`src/rtl/piezo_pkg.sv`:
```
// rtl/piezo_pkg.sv - shared constants, FSM states and key priority helper for the piezo key encoder
// Purpose: common types for piezo_key_encoder, its interface and key_debounce.
// Ports: none (package).
package piezo_pkg;

    localparam int NUM_KEYS = 10;
    localparam int CODE_W   = 4;
    localparam logic [CODE_W-1:0] IDLE_CODE_DEF = 4'd15;

    typedef enum logic [1:0] {
        IDLE    = 2'd0,
        HOLD    = 2'd1,
        SUSTAIN = 2'd2
    } state_e;

    // Index of the lowest set bit; the lowest digit wins when several keys are down.
    // Returns 0 for an empty vector, callers qualify with |v.
    function automatic logic [CODE_W-1:0] lowest_set(input logic [NUM_KEYS-1:0] v);
        logic [CODE_W-1:0] idx;
        idx = '0;
        for (int i = NUM_KEYS - 1; i >= 0; i--) begin
            if (v[i]) begin
                idx = CODE_W'(i);
            end
        end
        return idx;
    endfunction

endpackage

```
`src/rtl/piezo_key_encoder_if.sv`:
```
// rtl/piezo_key_encoder_if.sv - keypad-to-tone-selector signal bundle for the piezo key encoder
// Purpose: groups raw keys and the encoder results.
// Signals: key (raw buttons), regi (tone code), tone_en, key_evt (one-cycle), key_code.
// Modports: master = keypad/consumer side, slave = encoder side.
interface piezo_key_encoder_if;
    import piezo_pkg::*;

    logic [NUM_KEYS-1:0] key;
    logic [CODE_W-1:0]   regi;
    logic                tone_en;
    logic                key_evt;
    logic [CODE_W-1:0]   key_code;

    modport master (
        output key,
        input  regi, tone_en, key_evt, key_code
    );

    modport slave (
        input  key,
        output regi, tone_en, key_evt, key_code
    );

endinterface

```
`src/rtl/piezo_key_encoder_debounce.sv`:
```
// rtl/piezo_key_encoder_debounce.sv - two-flop synchroniser plus stable-vector debounce filter
// Purpose: kst_o follows the synchronised key vector only after it has stayed
//          unchanged for DEB_CYCLES consecutive cycles.
// Ports: clk, rst (sync, active-high), key_i (raw async keys), kst_o (debounced vector).
module key_debounce #(
    parameter int WIDTH      = 10,
    parameter int DEB_CYCLES = 20000
) (
    input  logic             clk,
    input  logic             rst,
    input  logic [WIDTH-1:0] key_i,
    output logic [WIDTH-1:0] kst_o
);

    localparam int CNT_W = $clog2(DEB_CYCLES + 1);
    localparam logic [CNT_W-1:0] CNT_MAX = CNT_W'(DEB_CYCLES);
    localparam logic [CNT_W-1:0] CNT_ACC = CNT_W'(DEB_CYCLES - 1);

    logic [WIDTH-1:0] sync1_q, sync1_d;
    logic [WIDTH-1:0] ks_q, ks_d;
    logic [WIDTH-1:0] kst_q, kst_d;
    logic [CNT_W-1:0] cnt_q, cnt_d;
    logic             ks_change;

    // sync1_q is the value ks takes at the next edge, so a mismatch means ks is
    // changing this cycle and the stability count restarts with it.
    assign ks_change = (sync1_q != ks_q);

    always_comb begin
        sync1_d = key_i;
        ks_d    = sync1_q;
        cnt_d   = cnt_q;
        kst_d   = kst_q;
        if (ks_change) begin
            cnt_d = '0;
        end else begin
            if (cnt_q != CNT_MAX) begin
                cnt_d = cnt_q + 1'b1;
            end
            if (cnt_q >= CNT_ACC) begin
                kst_d = ks_q;
            end
        end
    end

    always_ff @(posedge clk) begin
        if (rst) begin
            sync1_q <= '0;
            ks_q    <= '0;
            kst_q   <= '0;
            cnt_q   <= '0;
        end else begin
            sync1_q <= sync1_d;
            ks_q    <= ks_d;
            kst_q   <= kst_d;
            cnt_q   <= cnt_d;
        end
    end

    assign kst_o = kst_q;

endmodule

```
`src/rtl/piezo_key_encoder.sv`:
```
// rtl/piezo_key_encoder.sv - debounced, priority-encoded keypad to piezo tone-select code
// Purpose: turns ten key lines into the 4-bit tone code regi with a minimum tone time.
// Ports: clk, rst (sync, active-high), bus (slave): key in; regi, tone_en,
//        key_evt, key_code out.
module piezo_key_encoder
    import piezo_pkg::*;
#(
    parameter int                DEB_CYCLES = 20000,
    parameter int                MIN_HOLD   = 50000,
    parameter logic [CODE_W-1:0] IDLE_CODE  = IDLE_CODE_DEF
) (
    input  logic                 clk,
    input  logic                 rst,
    piezo_key_encoder_if.slave   bus
);

    localparam int HOLD_W = $clog2(MIN_HOLD + 1);
    localparam logic [HOLD_W-1:0] HOLD_MAX  = HOLD_W'(MIN_HOLD);
    localparam logic [HOLD_W-1:0] HOLD_LAST = HOLD_W'(MIN_HOLD - 1);

    logic [NUM_KEYS-1:0] kst;
    logic [CODE_W-1:0]   pe;
    logic                any_key;
    logic                retrig;
    logic                load;

    state_e              state_q, state_d;
    logic [HOLD_W-1:0]   hold_q, hold_d;
    logic [CODE_W-1:0]   regi_q, regi_d;
    logic [CODE_W-1:0]   key_code_q, key_code_d;
    logic                key_evt_q, key_evt_d;
    logic                tone_en_q, tone_en_d;

    key_debounce #(
        .WIDTH      (NUM_KEYS),
        .DEB_CYCLES (DEB_CYCLES)
    ) u_debounce (
        .clk   (clk),
        .rst   (rst),
        .key_i (bus.key),
        .kst_o (kst)
    );

    assign pe      = lowest_set(kst);
    assign any_key = |kst;
    // A different winning digit while a tone plays restarts the tone on it.
    assign retrig  = any_key && (pe != regi_q);
    assign load    = (state_q == IDLE) ? any_key : retrig;

    always_ff @(posedge clk) begin
        if (rst) begin
            state_q    <= IDLE;
            hold_q     <= '0;
            regi_q     <= IDLE_CODE;
            key_code_q <= '0;
            key_evt_q  <= 1'b0;
            tone_en_q  <= 1'b0;
        end else begin
            state_q    <= state_d;
            hold_q     <= hold_d;
            regi_q     <= regi_d;
            key_code_q <= key_code_d;
            key_evt_q  <= key_evt_d;
            tone_en_q  <= tone_en_d;
        end
    end

    always_comb begin
        state_d = state_q;
        hold_d  = hold_q;
        case (state_q)
            IDLE: begin
                if (any_key) begin
                    state_d = HOLD;
                    hold_d  = '0;
                end
            end
            HOLD: begin
                if (retrig) begin
                    hold_d = '0;
                end else begin
                    if (hold_q != HOLD_MAX) begin
                        hold_d = hold_q + 1'b1;
                    end
                    if (hold_q == HOLD_LAST) begin
                        state_d = SUSTAIN;
                    end
                end
            end
            SUSTAIN: begin
                if (!any_key) begin
                    state_d = IDLE;
                end else if (retrig) begin
                    state_d = HOLD;
                    hold_d  = '0;
                end
            end
            default: begin
                state_d = IDLE;
                hold_d  = '0;
            end
        endcase
    end

    always_comb begin
        regi_d     = regi_q;
        key_code_d = key_code_q;
        key_evt_d  = 1'b0;
        if (load) begin
            regi_d     = pe;
            key_code_d = pe;
            key_evt_d  = 1'b1;
        end else if ((state_q == SUSTAIN) && !any_key) begin
            regi_d = IDLE_CODE;
        end
        // Registered from the next regi so tone_en and regi switch on the same edge.
        tone_en_d = (regi_d != IDLE_CODE);
    end

    assign bus.regi     = regi_q;
    assign bus.key_code = key_code_q;
    assign bus.key_evt  = key_evt_q;
    assign bus.tone_en  = tone_en_q;

endmodule

```
`src/flat_wrapper.sv`:
```
// flat-port wrapper written by rule: the top's interface ports become plain ports
module piezo_key_encoder_flat import piezo_pkg::*;
#(
    parameter int                DEB_CYCLES = 20000,
    parameter int                MIN_HOLD   = 50000,
    parameter logic [CODE_W-1:0] IDLE_CODE  = IDLE_CODE_DEF
)
  (clk, rst, bus_key, bus_regi, bus_tone_en, bus_key_evt, bus_key_code);
  piezo_key_encoder_if bus_i ();
  input  logic clk;
  input  logic rst;
  input wire logic [$bits(bus_i.key)-1:0] bus_key;
  output wire logic [$bits(bus_i.regi)-1:0] bus_regi;
  output wire logic [$bits(bus_i.tone_en)-1:0] bus_tone_en;
  output wire logic [$bits(bus_i.key_evt)-1:0] bus_key_evt;
  output wire logic [$bits(bus_i.key_code)-1:0] bus_key_code;
  assign bus_i.key = bus_key;
  assign bus_regi = bus_i.regi;
  assign bus_tone_en = bus_i.tone_en;
  assign bus_key_evt = bus_i.key_evt;
  assign bus_key_code = bus_i.key_code;
  piezo_key_encoder #(.DEB_CYCLES(DEB_CYCLES), .MIN_HOLD(MIN_HOLD), .IDLE_CODE(IDLE_CODE)) u_core (.clk(clk), .rst(rst), .bus(bus_i));
endmodule
```
`config.mk`:
```
export PLATFORM = sky130hd
export DESIGN_NAME = piezo_key_encoder_flat
export DESIGN_NICKNAME = d
export VERILOG_FILES = /design/src/rtl/piezo_pkg.sv /design/src/rtl/piezo_key_encoder_if.sv /design/src/rtl/piezo_key_encoder_debounce.sv /design/src/rtl/piezo_key_encoder.sv /design/src/flat_wrapper.sv
export SDC_FILE = /design/constraint.sdc
export NUM_CORES = 1
export LEC_CHECK = 0
export CORE_AREA = 2 2 80 82
export DETAILED_ROUTE_END_ITERATION = 8
export DIE_AREA = 0 0 82 84
export PLACE_DENSITY = 0.77
export SETUP_SLACK_MARGIN = 0.5
export SLEW_MARGIN = 20
export SYNTH_ARGS = -nofsm -noshare
export SYNTH_HDL_FRONTEND = slang
export SYNTH_SLANG_ARGS = --single-unit
```
`constraint.sdc`:
```
create_clock -name clk -period 3.1 [get_ports clk]
set_input_delay 0.775 -clock clk [delete_from_list [all_inputs] [get_ports clk]]
set_output_delay 0.775 -clock clk [all_outputs]
set_load 0.02 [all_outputs]
```
=== Word-level counts from Yosys, hierarchy flattened ===
Cells that the tools add are included.

* Register bits: 73
* Input port bits: 12
* Word-level logic and storage cells: 64

* $add $sub $neg: 2
* Order comparisons: 1
* Equality and inequality tests: 15
* Multiplexer cells: 26
* Bitwise logic cells: 1
* Reduce and logical (&&, ||, !) cells: 9

{| class="wikitable"
|+ Operators by type and width
! kind !! number
|-
| 16-bit 2-to-1 mux || 5
|-
| 4-bit 2-to-1 mux || 12
|-
| 16-bit case mux with 3 select lines || 1
|-
| 16-bit by 1-bit adder with 16-bit output, second input constant || 1
|-
| 16-bit equality test, second input constant || 1
|-
| 16-bit != test, second input constant || 1
|-
| 15-bit by 1-bit adder with 15-bit output, second input constant || 1
|-
| 15-bit greater-or-equal comparator, second input constant || 1
|-
| 15-bit != test, second input constant || 1
|-
| 2-bit 2-to-1 mux || 5
|-
| 10-bit != test || 1
|-
| 10-bit OR reduction || 1
|-
| 2-bit by 1-bit != test with 1-bit output, second input constant || 4
|-
| 4-bit AND reduction || 2
|-
| 2-bit case mux with 3 select lines || 1
|-
| 4-bit != test || 1
|-
| 4-bit != test, second input constant || 1
|-
| 3-bit by 1-bit != test with 1-bit output, second input constant || 1
|-
| 3-bit != test, second input constant || 1
|-
| 2-bit by 1-bit equality test with 1-bit output, second input constant || 1
|-
| 2-bit equality test, second input constant || 1
|-
| 1-bit logical AND || 2
|-
| 2-bit zero test || 1
|-
| 1-bit 2-to-1 mux || 2
|-
| other kinds (5) || 5
|}

=== Depth between registers and ports, before layout ===
* Depth in word-level cells: 15
* Depth in mapped cells: 11
* Mapped depth without buffers: 8

=== Modules after synthesis ===
A second synthesis with hierarchy kept.

* Cells, all modules: 401
* Area total of the unflattened synthesis: 3513.4 µm²

{| class="wikitable"
|+ Modules (own cells, without submodules)
! module !! times used !! cells an instance !! area each (µm²) !! seq. area each (µm²)
|-
| key_debounce || 1 || 192 || 1904.3 || 900.9
|-
| piezo_key_encoder || 1 || 209 || 1609.0 || 560.5
|}

=== Worst setup path after synthesis ===
Ideal clock, no wire load.

* Path kind: reg-to-reg
* Start: register u_core.u_debounce.kst_q[0], in the netlist u_core.u_debounce.kst_o[0]
* End: register u_core.tone_en_q, in the netlist u_core.bus.tone_en
* Setup time: 0.134 ns
* Arrival time: 2.243 ns
* Data required time: 2.966 ns
* Path slack: 0.722 ns
* Cell stages (with the launch flop): 11
* Buffers on the path: 3
* Cell sequence: dfxtp_1 -> buf_6 -> or2_0 -> buf_2 -> or4_4 -> o211a_2 -> o31ai_4 -> buf_2 -> nand2_1 -> a31oi_1 -> o211ai_1

* Word-level cells in the longest chain between the ends: 6

{| class="wikitable"
|+ Ends and longest elaborated chain
! what !! line !! text
|-
| start: declaration || piezo_key_encoder_debounce.sv:21 || <nowiki>logic [WIDTH-1:0] kst_q, kst_d;</nowiki>
|-
| start signal: assignment || piezo_key_encoder_debounce.sv:55 || <nowiki>kst_q <= kst_d;</nowiki>
|-
| 4-bit 2-to-1 mux or 10-bit OR reduction (tied branches) || piezo_pkg.sv:22, piezo_key_encoder.sv:45 ||
|-
| 4-bit != test or 1-bit zero test (tied branches) || -- ||
|-
| 1-bit logical AND, on equally long branches || piezo_key_encoder.sv:47, piezo_key_encoder.sv:113 ||
|-
| 1-bit 2-to-1 mux or 4-bit 2-to-1 mux (tied branches) || piezo_key_encoder.sv:48, piezo_key_encoder.sv:113 ||
|-
| 4-bit 2-to-1 mux * || piezo_key_encoder.sv:109 || <nowiki>if (load) begin</nowiki>
|-
| 4-bit != test * || piezo_key_encoder.sv:117 || <nowiki>tone_en_d = (regi_d != IDLE_CODE);</nowiki>
|-
| end signal: assignment || piezo_key_encoder.sv:64 || <nowiki>tone_en_q <= tone_en_d;</nowiki>
|-
| end: declaration || piezo_key_encoder.sv:32 || <nowiki>logic tone_en_q, tone_en_d;</nowiki>
|}

Mark *: on every way between the ends. The rest lies on a longest branch, timed or not.
A chain may end at the register's enable or synchronous reset.

=== Worst setup path after layout ===
* Start: register u_core.u_debounce.kst_q[0], in the netlist u_core.u_debounce.kst_o[0]
* End: register u_core.hold_q[10]

* Word-level cells in the longest chain between the ends: 5

{| class="wikitable"
|+ Ends and longest elaborated chain
! what !! line !! text
|-
| 4-bit 2-to-1 mux || piezo_pkg.sv:22 || <nowiki>if (v[i]) begin</nowiki>
|-
| 4-bit != test || piezo_key_encoder.sv:47 || <nowiki>assign retrig = any_key && (pe != regi_q);</nowiki>
|-
| 1-bit logical AND || piezo_key_encoder.sv:47 ||
|-
| 3-bit by 1-bit != test with 1-bit output (no source line) (tied with other cells) || -- ||
|-
| 4-bit AND reduction (no source line) or 16-bit case mux with 3 select lines (tied branches) || -- ||
|-
| end signal: assignment || piezo_key_encoder.sv:60 || <nowiki>hold_q <= hold_d;</nowiki>
|-
| end: declaration || piezo_key_encoder.sv:28 || <nowiki>logic [HOLD_W-1:0] hold_q, hold_d;</nowiki>
|}

Parallel ways exist; a longest one is shown, timed or not.

==> reports/qor.txt <==
DR WL/cell = 14.3 µm
Worst setup path category = reg -> reg
TritonCTS clock tree = yes
Pins Over Slew Limit = 0
Netlist Area Pre-Place = 0.00345 mm²
Clock-pin slew of the registers on the worst-case setup and hold paths = 80 ps
Slowest cell on crit path = a2111oi_1
Initial antenna violation count = 0
Grt peak-use layer = met2
RSZ-0062 raised after global routing = true
Library cell used as clock root buffer = clkbuf_8
Portion of synthesized cell area occupied by the leading cell type = 0.423
Multiplexer share of the synthesized area = 0.0351
CP required = 3330 ps
Final Hold Slack = 477 ps
Final estimated routing congestion in global placement = 0.871
Number of core rows = 29
Post-synthesis instance total = 386
Worst-path fanout max = 15
Total congestion overflow = 0
Type of the most critical hold path = reg -> reg
Max Clock Skew = 4.81 ps
Detailed-placement wirelength estimate = 4830 µm
Basic-gate share of the synthesized area counting and, or, nand and nor cells = 0.270
Post-CTS Hold Fix Bufs = 0
Outcome = finished clean
CP max stage delay = 440 ps
Via count of the first global-routing pass = 2648
Chain of cells forming the critical path = or3_1, a2111oi_2, a211o_2, o31ai_4, buf_4, a2111oi_1, xnor2_1, nor2_1
Clock latency of the later-clocked register in the worst-skew pair = 340 ps
Die W = 82 µm
Iteration count of the initial detailed-routing pass = 4
Port Buffer Count = 21
Largest cells by area after synthesis = dfxtp_1 42%, nor2_1 5.7%, xnor2_1 4.8%
Initial cell density of the core = 0.567
Count of different cell masters after synthesis = 60
Final critical path time including I/O delays and setup = 2460 ps
GR Util met3 = 0.0465
Fraction of met1 tracks used by global routing = 0.283
Sequential-to-total area share from yosys stat = 0.423
Adder-Cell Fraction of Synth Area = 0.0174
Wire length of the first global-routing pass = 11900 µm
Period utilization = 0.794
Worst-case clock buffer depth = 2
Number of DRC violations after detailed routing = 0
Number of clock buffers inserted by TritonCTS = 9
Number of sinks driven by the clock tree = 73
Maximum ir drop on the vdd rail = 0.311 mV
Achievable Freq = 406 MHz
Chip Height = 84 µm
Static power due to leakage = 1.31 nW
Largest net degree at the start of global routing = 31
Number of enable-type register cells in the synthesized netlist = 0
Total Negative Setup Slacks = 0 ps
Complex-gate fraction of the synthesized area = 0.141
Core area = 0.00610 mm²
Nets@finish = 422
Ratio of total power to cell area = 445 mW/mm²
Area growth from synthesis to layout = 12.9%
Die area = 0.00689 mm²
Max-cap violation count = 0
Worst Tran Pin Value = 617 ps
Ratio of cells with drive above 1 in the final layout = 0.0876
Setup violations, final = 0
Critical path capture point type = flip-flop
Met2 Usage GRT = 0.350
Overall Global Routing Usage = 0.221
Count of H-tree levels built during CTS = 3
Total wirelength of the detailed-routed design = 6960 µm
Antenna Cells = 0
Dominant combinational cell family by area after synthesis = simple AND/OR/NAND/NOR gates
Top cell family by delay on the critical path = compound AO/OA/AOI/OAI gates
Number of buffers and inverters on the critical path = 1
Total nets after synthesis = 402
Number of violations reported at the end of detailed-routing iteration 0 = 125
Total count of hold-check failures in the final report = 0
Proportion of register bits with asynchronous set or reset after synthesis = 0
Synth Area in XOR/XNOR = 0.0761
Synth Area per Inst = 8.95 µm²
Total of flip-flops plus latches after synthesis = 73
Number of placed I/O pins = 22
Worst relative slew slack = 0.589
Main synth FF type = dfxtp_1
Synth warnings = 0
DR vias = 2778
Via-per-instance ratio = 5.69
Critical Path AT = 2690 ps
Element type at the critical path start = flip-flop
Dominant cell type by area after synthesis = dfxtp_1
Antenna-violating nets left = 0
-- worst paths after layout --
check,from,end,slack [ps],cells past startpoint
max reg2reg,u_core.u_debounce.kst_o[0],u_core.hold_q[10],640,8
max,u_core.u_debounce.kst_o[0],u_core.hold_q[10],640,8
min reg2reg,u_core.u_debounce.ks_d[6],u_core.u_debounce.ks_q[6],480,1
min,u_core.u_debounce.ks_d[6],u_core.u_debounce.ks_q[6],480,1
-- repair_timing --
action | CTS | global route
setup endpoints to repair | 15 | 14
resized for setup | 1 | 4
buffers inserted | 0 | 0
-- power by group --
| part | switching [mW] | internal (mW) |
|---|---|---|
| clock network | 0.356 | 0.368 |
| logic | 0.0217 | 0.0303 |
| registers | 0.00851 | 0.949 |
-- area by class of cell --
type / instances / area, µm²
clock buffer: 10 / 128
clock inverter: 6 / 58.8
fill: 514 / 2190
inverter: 8 / 30.0
multi-input combinational: 288 / 1880
sequential: 73 / 1460
tap: 77 / 96.3
timing repair buffer: 26 / 248
-- layer usage --
layer,vias up,share of wire
li1,1414,-
met1,1307,0.48
met2,46,0.48
met3,11,0.026
met4,0,0.017
met5,-,0
-- cells by family after synthesis --
logic type               Yosys count
AND/OR/NAND/NOR                  177
flip-flops                        73
AO/OA/AOI/OAI                     64
XOR/XNOR                          30
buffers and inverters             25
multiplexers                      12
adder cells (fa/ha/maj)            5
-- cell usage in the layout (no fill, tap or decap), drive strengths merged, types with 7 or more instances in the layout --
cell type | Yosys | final
nand4 | 11 | 11
clkdlybuf4s50 | 0 | 21
mux2i | 11 | 11
a21oi | 16 | 16
nand3 | 9 | 9
nor2b | 24 | 24
dfxtp | 73 | 73
nor3 | 7 | 7
nor2 | 52 | 52
nand2 | 32 | 32
xnor2 | 19 | 19
xor2 | 11 | 11
o21ai | 7 | 7
a211oi | 7 | 7
clkbuf | 9 | 10
o31ai | 7 | 7
inv | 8 | 8
-- cell usage after synthesis, types with 2 or more instances --
cell type	count
dfxtp_1	73
nor2_1	52
nand2_1	32
nor2b_1	24
xnor2_1	19
a21oi_1	16
mux2i_1	11
nand4_1	11
xor2_1	11
clkbuf_1	9
nand3_1	9
inv_1	8
a211oi_1	7
nor3_1	6
or3_1	6
nor4_1	5
o31ai_1	5
buf_6	4
ha_1	4
nand2b_1	4
o21ai_1	4
or4_1	4
a2111oi_0	3
a211o_1	3
a22oi_1	3
and2_1	3
buf_2	3
o211ai_1	3
o21ai_0	3
or2_2	3
a221oi_1	2
a32oi_1	2
and3_1	2
nand4b_1	2
nor3b_1	2
nor4b_1	2
nor4bb_1	2
or4_4	2
-- registers in the layout, summed over array words and instances, names as in the netlist --
name and cells:
u_core.bus.regi 4, u_core.u_debounce.cnt_q 15, u_core.hold_q 16, u_core.u_debounce.ks_d 10, u_core.bus.key_code 4, u_core.bus.tone_en 1
u_core.bus.key_evt 1, u_core.u_debounce.ks_q 10, u_core.u_debounce.kst_o 10, u_core.state_q 2
-- through the flow --
step           worst slack [ps]  power [mW]  instances   util  instance area [µm²]
2_1_floorplan               722        1.01        386      -                 3450
3_5_place_dp                426        1.03        472  0.607                 3700
4_1_cts                     507        1.75        488  0.638                 3890
6_report                    637        1.73        488  0.640                 3900
3_3_place_gp                527        1.03        472  0.607                 3700
5_1_grt                     456        1.79        488  0.640                 3900
(Power assumes the default switching activity.)
